`config.mk`:
```
export PLATFORM = sky130hd
export DESIGN_NAME = regfile_wb_demux_flat
export DESIGN_NICKNAME = d
export VERILOG_FILES = /design/src/rtl/regfile_wb_demux_pkg.sv /design/src/rtl/regfile_wb_demux_if.sv /design/src/rtl/regfile_wb_demux_dest_decoder.sv /design/src/rtl/regfile_wb_demux.sv /design/src/flat_wrapper.sv
export SDC_FILE = /design/constraint.sdc
export NUM_CORES = 1
export LEC_CHECK = 0
export BUFFER_PORTS_ARGS = -buffer_cell sky130_fd_sc_hd__buf_2
export CAP_MARGIN = 25
export CORE_UTILIZATION = 40
export DETAILED_ROUTE_END_ITERATION = 12
export SLEW_MARGIN = 10
export SYNTH_ARGS = -nofsm -noshare
export SYNTH_HDL_FRONTEND = slang
export SYNTH_SLANG_ARGS = --single-unit
```
`constraint.sdc`:
```
create_clock -name clk -period 16.58 [get_ports clk]
set_clock_uncertainty 0.15 [all_clocks]
set_input_delay 2.487 -clock clk [delete_from_list [all_inputs] [get_ports clk]]
set_output_delay 2.487 -clock clk [all_outputs]
set_load 0.02 [all_outputs]
```
`src/rtl/regfile_wb_demux_pkg.sv`:
```
// Shared definitions for the write-back register file slice.
//   DATA_W   : register/data width
//   ADDR_W   : register-number width
//   NUM_REGS : stored registers R0..R14
//   REG_PC   : register number of the PC (R15), owned by fetch
//   CNT_W    : width of the accepted-write counter
package regfile_wb_demux_pkg;

  localparam int DATA_W   = 32;
  localparam int ADDR_W   = 4;
  localparam int NUM_REGS = 15;
  localparam int CNT_W    = 8;

  typedef logic [DATA_W-1:0] data_t;
  typedef logic [ADDR_W-1:0] addr_t;

  localparam addr_t REG_PC = 4'd15;

endpackage

```
`src/rtl/regfile_wb_demux_if.sv`:
```
// Bus between the WB/ID stages and the register file.
//   master : WB/ID side, drives the write request and the two read addresses
//   slave  : register file, returns read data, PC-write error and write count
interface regfile_wb_demux_if
  import regfile_wb_demux_pkg::*;
();

  logic             wb_en;
  addr_t            wb_dest;
  data_t            wb_data;
  addr_t            rd_addr1;
  addr_t            rd_addr2;
  data_t            rd_data1;
  data_t            rd_data2;
  logic             wr_pc_err;
  logic [CNT_W-1:0] wr_count;

  modport master (
    output wb_en, wb_dest, wb_data, rd_addr1, rd_addr2,
    input  rd_data1, rd_data2, wr_pc_err, wr_count
  );

  modport slave (
    input  wb_en, wb_dest, wb_data, rd_addr1, rd_addr2,
    output rd_data1, rd_data2, wr_pc_err, wr_count
  );

endinterface

```
`src/rtl/regfile_wb_demux_dest_decoder.sv`:
```
// Destination decoder: write request plus register number to a one-hot
// write-enable vector. Bit 15 (PC) is never a real register; the top level
// uses it only to flag an illegal PC write.
//   en   : write request valid
//   dest : destination register number
//   we   : one-hot write enables, all zero when en is low
module dest_decoder_4to16
  import regfile_wb_demux_pkg::*;
(
  input  logic                 en,
  input  addr_t                dest,
  output logic [2**ADDR_W-1:0] we
);

  always_comb begin
    we = '0;
    if (en) we[dest] = 1'b1;
  end

endmodule

```
`src/rtl/regfile_wb_demux.sv`:
```
// Write-back register file: R0..R14 written from WB, two combinational read
// ports for ID. R15 reads as zero (decode muxes in the PC itself) and any
// write attempt to it sets a sticky error instead of changing state.
// Build option: define WB_BYPASS_EN to forward a same-cycle write to a read
// port addressing the same register (never for R15).
//   clk : core clock
//   rst : asynchronous reset, active high
//   bus : slave side of regfile_wb_demux_if
module regfile_wb_demux
  import regfile_wb_demux_pkg::*;
(
  input  logic              clk,
  input  logic              rst,
  regfile_wb_demux_if.slave bus
);

  logic [2**ADDR_W-1:0] we;
  data_t                regs [NUM_REGS];
  logic                 pc_err;
  logic [CNT_W-1:0]     count;
  data_t                rd1;
  data_t                rd2;

  dest_decoder_4to16 u_dec (
    .en   (bus.wb_en),
    .dest (bus.wb_dest),
    .we   (we)
  );

  always_ff @(posedge clk or posedge rst) begin
    if (rst) begin
      for (int i = 0; i < NUM_REGS; i++) regs[i] <= '0;
      pc_err <= 1'b0;
      count  <= '0;
    end else begin
      for (int i = 0; i < NUM_REGS; i++) begin
        if (we[i]) regs[i] <= bus.wb_data;
      end
      // Only real-register writes are counted; a PC write is rejected.
      if (|we[NUM_REGS-1:0]) count <= count + 1'b1;
      if (we[REG_PC]) pc_err <= 1'b1;
    end
  end

  always_comb begin
    rd1 = '0;
    if (bus.rd_addr1 != REG_PC) rd1 = regs[bus.rd_addr1];
`ifdef WB_BYPASS_EN
    // we is one-hot on the write target, so indexing it by the read address
    // tells us whether this port reads the register being written.
    if (we[bus.rd_addr1] && bus.rd_addr1 != REG_PC) rd1 = bus.wb_data;
`endif
  end

  always_comb begin
    rd2 = '0;
    if (bus.rd_addr2 != REG_PC) rd2 = regs[bus.rd_addr2];
`ifdef WB_BYPASS_EN
    if (we[bus.rd_addr2] && bus.rd_addr2 != REG_PC) rd2 = bus.wb_data;
`endif
  end

  assign bus.rd_data1  = rd1;
  assign bus.rd_data2  = rd2;
  assign bus.wr_pc_err = pc_err;
  assign bus.wr_count  = count;

endmodule

```
`src/flat_wrapper.sv`:
```
// flat-port wrapper written by rule: the top's interface ports become plain ports
module regfile_wb_demux_flat import regfile_wb_demux_pkg::*;
  (clk, rst, bus_wb_en, bus_wb_dest, bus_wb_data, bus_rd_addr1, bus_rd_addr2, bus_rd_data1, bus_rd_data2, bus_wr_pc_err, bus_wr_count);
  regfile_wb_demux_if bus_i ();
  input  logic clk;
  input  logic rst;
  input wire logic [$bits(bus_i.wb_en)-1:0] bus_wb_en;
  input wire logic [$bits(bus_i.wb_dest)-1:0] bus_wb_dest;
  input wire logic [$bits(bus_i.wb_data)-1:0] bus_wb_data;
  input wire logic [$bits(bus_i.rd_addr1)-1:0] bus_rd_addr1;
  input wire logic [$bits(bus_i.rd_addr2)-1:0] bus_rd_addr2;
  output wire logic [$bits(bus_i.rd_data1)-1:0] bus_rd_data1;
  output wire logic [$bits(bus_i.rd_data2)-1:0] bus_rd_data2;
  output wire logic [$bits(bus_i.wr_pc_err)-1:0] bus_wr_pc_err;
  output wire logic [$bits(bus_i.wr_count)-1:0] bus_wr_count;
  assign bus_i.wb_en = bus_wb_en;
  assign bus_i.wb_dest = bus_wb_dest;
  assign bus_i.wb_data = bus_wb_data;
  assign bus_i.rd_addr1 = bus_rd_addr1;
  assign bus_i.rd_addr2 = bus_rd_addr2;
  assign bus_rd_data1 = bus_i.rd_data1;
  assign bus_rd_data2 = bus_i.rd_data2;
  assign bus_wr_pc_err = bus_i.wr_pc_err;
  assign bus_wr_count = bus_i.wr_count;
  regfile_wb_demux u_core (.clk(clk), .rst(rst), .bus(bus_i));
endmodule
```
## After elaboration in Yosys (flattened, before gate mapping)

Cells that the tools add are included.

| storage, ports and cells | value |
|---|---|
| register bits after elaboration | 489 |
| word-level logic and storage cells | 39 |

| cells by class | value |
|---|---|
| add/subtract/negate cells | 1 |
| order comparisons | 4 |
| eq/ne operators | 2 |
| multiplexer cells | 11 |
| bitwise logic cells | 2 |
| reduce and logical (&&, ||, !) cells | 2 |

Operator list:

| cell | count |
|---|---|
| binary-select mux 32 bit (select 4 bit) | 2 |
| two-way mux 32 bit | 6 |
| two-way mux 16 bit | 1 |
| OR reduction 15 bit | 1 |
| greater-or-equal comparator 5 bit (second input constant) | 2 |
| inverter 4 -> 5 bit | 2 |
| adder 8 x 1 -> 8 bit (second input constant) | 1 |
| != test 4 bit (second input constant) | 2 |
| < comparator 4 x 5 -> 1 bit (second input constant) | 1 |
| demux 1 bit (select 4 bit) | 1 |
| greater-or-equal comparator 4 x 1 -> 1 bit (second input constant) | 1 |
| logical AND 1 bit | 1 |
| two-way mux 1 bit | 1 |

## Depth between registers and ports, before layout

| logic depth | value |
|---|---|
| word-level depth | 6 |
| gate-level depth with buffers | 8 |
| gate-level depth less buffers | 5 |

## Hierarchy

Synthesis repeated with hierarchy kept, for this count alone.

| unflattened totals | value |
|---|---|
| cell total of the unflattened synthesis | 1899 |
| area, all modules | 26365.3 µm² |

Modules (own cells, without submodules):

| module | instances | cells each | area an instance (µm²) | seq. area each (µm²) |
|---|---|---|---|---|
| regfile_wb_demux | 1 | 1876 | 26247.7 | 12236.7 |
| dest_decoder_4to16 | 1 | 23 | 117.6 | 0.0 |

## Worst setup path after synthesis

No wires, ideal clock.

| timing path | value |
|---|---|
| path type | input to output |
| start point | in bus_rd_addr1[1] |
| end point | out bus_rd_data1[1] |
| arrival | 4.327 ns |
| path slack | 9.616 ns |
| stages | 6 |
| path through | buf_4 buf_6 and2b_1 buf_4 a211oi_1 a2111oi_0 |

| on the way | value |
|---|---|
| longest elaborated chain between the ends | 5 |

Ends and longest elaborated chain:

| what | RTL line | source |
|---|---|---|
| start: declaration | flat_wrapper.sv:10 | `input wire logic [$bits(bus_i.rd_addr1)-1:0] bus_rd_addr1;` |
| inverter 4 -> 5 bit (not written as such) | regfile_wb_demux.sv:47 | `if (bus.rd_addr1 != REG_PC) rd1 = regs[bus.rd_addr1];` |
| binary-select mux 32 bit (select 4 bit) | regfile_wb_demux.sv:47 |  |
| two-way mux 32 bit (not written as such) (2 in series) | regfile_wb_demux.sv:47 |  |
| two-way mux 32 bit (*) | regfile_wb_demux.sv:47 |  |
| end: declaration | flat_wrapper.sv:12 | `output wire logic [$bits(bus_i.rd_data1)-1:0] bus_rd_data1;` |

Every way passes the cells marked *; elsewhere a longest branch is shown, timed or not. The select of a mux whose other input is x is not followed.

## Worst setup path in the final report

| timing path | value |
|---|---|
| start point | in bus_rd_addr1[1] |
| end point | out bus_rd_data1[10] |

The elaborated chain is that of the path after synthesis.

==> metrics.log <==
INFO  metric timing.hold.worst.class = reg -> reg
INFO  metric coreArea = 0.0649 mm^2
INFO  metric route.final.wire_length = 73500 um
INFO  metric total_grt_overflow = 0
INFO  metric cp-end-kind = output pin
INFO  metric cts.hold.buffers_added = 0
INFO  metric die_area = 0.0672 mm^2
INFO  metric globalplace.congestion = 0.756
INFO  metric cts-root-to-sink-buffers = 3
INFO  metric io_buffer_count = 119
INFO  metric largest_net_degree_at_the_start_of_global_routing = 184
INFO  metric cpMaxStageDelayCell = sky130_fd_sc_hd__buf_4
INFO  metric grt_pass1_wl = between 100000 and 150000 um
INFO  metric timing_hold_violations_final = 0
INFO  metric clkSlewWorstSetupHoldPaths = 0.06 ns
INFO  metric totalNegativeSetupSlack = 0 ns
INFO  metric placed_cell_area = 0.0275 mm^2
INFO  metric worst-setup-path-type = in -> out
INFO  metric synth_top_cells_by_count = sky130_fd_sc_hd__dfrtp_1 (489), sky130_fd_sc_hd__mux2_2 (468), sky130_fd_sc_hd__a211oi_1 (183)
INFO  metric cp_num_cells = 8
INFO  metric wl_per_cell = around 26 um
INFO  metric io_pins = 120
INFO  metric cts_tree = built
INFO  metric netlist-cell-type-count = 40
INFO  metric synth-warning-count = 0
INFO  metric worstPathCellList = buf_8 -> buf_4 -> buf_4 -> mux4_2 -> nor2b_1 -> a211oi_1 -> a2111oi_1 -> buf_2
INFO  metric clock_insertion_delay_worst_skew = 0.61 ns
INFO  metric initial_core_util = 0.408
INFO  metric timing.critical_path.required = ~14 ns
INFO  metric clock-sinks = 489
INFO  metric synth-edff-count = 0
INFO  metric mapped_avg_cell_area = 13.8 um^2
INFO  metric yosys_register_bits = 489
INFO  metric final_antenna_net_count = 0
INFO  metric cts-htree-levels = 2
INFO  metric postCtsSetupRepairBufs = 0
INFO  metric final.fill_count = between 5000 and 6000
INFO  metric ys_dominant_reg_cell = sky130_fd_sc_hd__dfrtp_1
INFO  metric timing.reg2reg.setup_slack = 15.13 ns
INFO  metric dr_total_vias = 17003
INFO  metric min_to = u_core.bus.wr_pc_err
INFO  metric cp_slowest_stage_delay = 0.80 ns
INFO  metric chipWidth = 259 um
INFO  metric hold_path_startpoint = u_core.bus.wr_pc_err
INFO  metric max-cap-violations = 0
INFO  metric worstPathMaxFanout = 56
INFO  metric slew_headroom = 0.268
INFO  metric synth_area_leaders = sky130_fd_sc_hd__dfrtp_1 (46%), sky130_fd_sc_hd__mux2_2 (20%), sky130_fd_sc_hd__mux4_2 (11%), sky130_fd_sc_hd__a211oi_1 (5.2%), sky130_fd_sc_hd__mux2i_1 (4.8%)
INFO  metric share_comb_of_total_power = 0.224
INFO  metric irDropWorstVdd = approximately 76 uV
INFO  metric worst-r2r-cell-count = 5
INFO  metric crit_buf_inv = 4
INFO  metric p_per_area = between 100 and 150 mW/mm^2
INFO  metric p_sw = 0.00108 W
INFO  metric report.final.slew_viol_count = 0
INFO  metric cts_made_buffers = 54
INFO  metric detailed_route_iter0_violations = 987
INFO  metric synth.cell_area = around 0.026 mm^2
INFO  metric syn2layout_area_growth = 10.9%
INFO  metric yosysTopAreaCell = sky130_fd_sc_hd__dfrtp_1
INFO  metric max_slew.worst_pin.slew = roughly 1.1 ns
INFO  metric drcViolationCount = 0
INFO  metric internal_power = 0.00268 W
INFO  metric vias_per_cell = 6.01
INFO  metric yosysMostFrequentCell = sky130_fd_sc_hd__dfrtp_1
INFO  metric cts.repair.resized = 0
INFO  metric power.total = 0.00376 W
INFO  metric drt_pass_1_iters = 5
INFO  metric clockPowerShare = 0.328
INFO  metric final_area = 0.0293 mm^2
INFO  metric fmaxAchievable = 116 MHz
INFO  metric antenna_found_initial = 3
INFO  metric share_seq_of_total_power = 0.449
INFO  metric layout_worst_path_cycle_share = 0.519
INFO  metric final.min_clock_period = 8.60 ns
INFO  metric die_outline_height = 259 um
INFO  metric syn_inst = 1916
INFO  metric r2r_end = u_core.bus.wr_count[6]
INFO  metric yosysTopAreaCellShare = 0.462
INFO  metric num_rows = just over 90
INFO  metric n_antenna_cell = 0
INFO  metric p_leak = 12.1 nW
INFO  metric status = completed
INFO  metric drive_gt1_frac = 0.450
INFO  metric synthesized_nets = about 2000
INFO  metric nets = 1984
INFO  metric first_global_vias = 18404
INFO  metric cts_root_buf = sky130_fd_sc_hd__clkbuf_16
INFO  metric globalRouteTotalUtil = 0.223
INFO  metric arrival_time_at_the_worst_endpoint = 5.96 ns
INFO  metric finalSetupViolCount = 0
INFO  metric asyncSetResetFlopFracSynth = 1.00
INFO  metric rr_startpoint = u_core.bus.wr_count[0]
INFO  metric cpLargestDelayFamily = buffers and inverters
INFO  metric place_hpwl = 41400 um
INFO  metric holdPathStages = 1
INFO  metric worst_setup_path_start_kind = input port
INFO  metric rsz0062_at_grt = false
INFO  metric sw_frac_of_total = 0.287
INFO  metric critical_path.most_common_cell = sky130_fd_sc_hd__buf_4
INFO  metric synth.yosys.seq_area_share = 0.462
-- power groups by stage --
stage	clock (W)	sequential (W)	combinational (W)
floorplan	0	0.00165	0.000669
global placement	0	0.00167	0.000824
detailed placement	0	0.00170	0.000844
CTS	0.00126	0.00168	0.000848
global route	0.00130	0.00173	0.000910
finish	0.00123	0.00169	0.000840
-- routing by layer --
layer | wire length [um] | vias up | part of all wire | global-route usage
met1 | 32800 | 9129 | 0.45 | 0.307
met2 | 35400 | 417 | 0.48 | 0.364
met5 | 17 | - | 0.00023 | 0
li1 | - | 7340 | - | -
met4 | 2080 | 2 | 0.028 | 0.0724
met3 | 3240 | 115 | 0.044 | 0.0323
-- registers in the layout, summed over array words and instances (netlist names) --
name                  count
u_core.regs             480
u_core.bus.wr_count       8
u_core.bus.wr_pc_err      1
-- how the worst max path moves through the flow --
stage	slack, ns	to	start
floorplan	0.30	u_core.bus.wr_count[0]	rst
finish	7.98	bus_rd_data1[10]	bus_rd_addr1[1]
CTS	7.96	bus_rd_data2[15]	bus_rd_addr2[0]
detailed placement	7.96	bus_rd_data2[15]	bus_rd_addr2[0]
global placement	7.93	bus_rd_data2[15]	bus_rd_addr2[0]
global route	7.76	bus_rd_data1[10]	bus_rd_addr1[1]
-- through the flow --
stage,std cells,setup WS (ns),util,hold slack (ns)
global route,2831,7.76,0.452,0.357
global placement,2733,7.93,0.424,0.309
floorplan,1916,0.295,-,0.320
CTS,2829,7.96,0.451,0.333
detailed placement,2733,7.96,0.424,0.316
finish,2831,7.98,0.452,0.323
-- worst register-to-register path: stages, from the launching register on --
cell	delay [ns]
sky130_fd_sc_hd__dfrtp_1	0.43
sky130_fd_sc_hd__ha_1	0.24
sky130_fd_sc_hd__and3_1	0.14
sky130_fd_sc_hd__and3_1	0.19
sky130_fd_sc_hd__nand3_1	0.10
sky130_fd_sc_hd__xnor2_1	0.13
-- layout make-up --
class,instances,area (um^2),area share
clock buffers,81,1600,0.0547
clock inverters,15,196,0.00669
well taps,855,1070,0.0364
repair buffers,158,966,0.0329
inverters,1,11.3,0.000384
multi-input cells,1232,13300,0.452
flip-flops and latches,489,12200,0.417
-- cells by family after synthesis --
logic type | count (synthesis) | share of synthesized area
adder cells (fa/ha/maj) | 1 | 0.000473
XOR/XNOR | 7 | 0.00232
multiplexers | 739 | 0.364
buffers and inverters | 195 | 0.0403
flip-flops | 489 | 0.462
AND/OR/NAND/NOR | 230 | 0.0480
AO/OA/AOI/OAI | 255 | 0.0828
-- layout by cell type, fill, tap and decap left out, types with 2 or more instances in the layout --
cell / Yosys / routed
sky130_fd_sc_hd__dfrtp_1: 489 / 489
sky130_fd_sc_hd__mux2_2: 468 / 468
sky130_fd_sc_hd__a211oi_1: 183 / 183
sky130_fd_sc_hd__mux4_2: 130 / 130
sky130_fd_sc_hd__mux2i_1: 128 / 128
sky130_fd_sc_hd__nor2b_1: 128 / 126
sky130_fd_sc_hd__buf_2: 73 / 115
sky130_fd_sc_hd__nor2_1: 71 / 63
sky130_fd_sc_hd__clkbuf_16: 0 / 55
sky130_fd_sc_hd__buf_4: 30 / 36
sky130_fd_sc_hd__a2111oi_1: 35 / 35
sky130_fd_sc_hd__a2111oi_2: 22 / 22
sky130_fd_sc_hd__mux2_1: 13 / 13
sky130_fd_sc_hd__clkbuf_1: 69 / 13
sky130_fd_sc_hd__clkbuf_8: 0 / 13
sky130_fd_sc_hd__nor2_4: 0 / 8
sky130_fd_sc_hd__clkinv_2: 0 / 8
sky130_fd_sc_hd__a211oi_2: 5 / 5
sky130_fd_sc_hd__a2111oi_0: 5 / 5
sky130_fd_sc_hd__nand3b_1: 4 / 4
sky130_fd_sc_hd__xnor2_1: 4 / 4
sky130_fd_sc_hd__bufinv_16: 0 / 4
sky130_fd_sc_hd__nand3_1: 3 / 3
sky130_fd_sc_hd__nor3b_2: 1 / 3
sky130_fd_sc_hd__nand2_2: 0 / 3
sky130_fd_sc_hd__nand2b_2: 0 / 3
sky130_fd_sc_hd__xor2_1: 3 / 3
sky130_fd_sc_hd__nand2b_1: 5 / 2
sky130_fd_sc_hd__nand2_1: 5 / 2
sky130_fd_sc_hd__or3_2: 0 / 2
sky130_fd_sc_hd__nor2b_4: 0 / 2
sky130_fd_sc_hd__a21oi_1: 2 / 2
sky130_fd_sc_hd__nand4_1: 2 / 2
sky130_fd_sc_hd__and4_1: 2 / 2
sky130_fd_sc_hd__and3_1: 2 / 2
sky130_fd_sc_hd__buf_6: 15 / 2
sky130_fd_sc_hd__buf_8: 1 / 2
sky130_fd_sc_hd__buf_12: 0 / 2
Power figures use the tool's default switching activity.
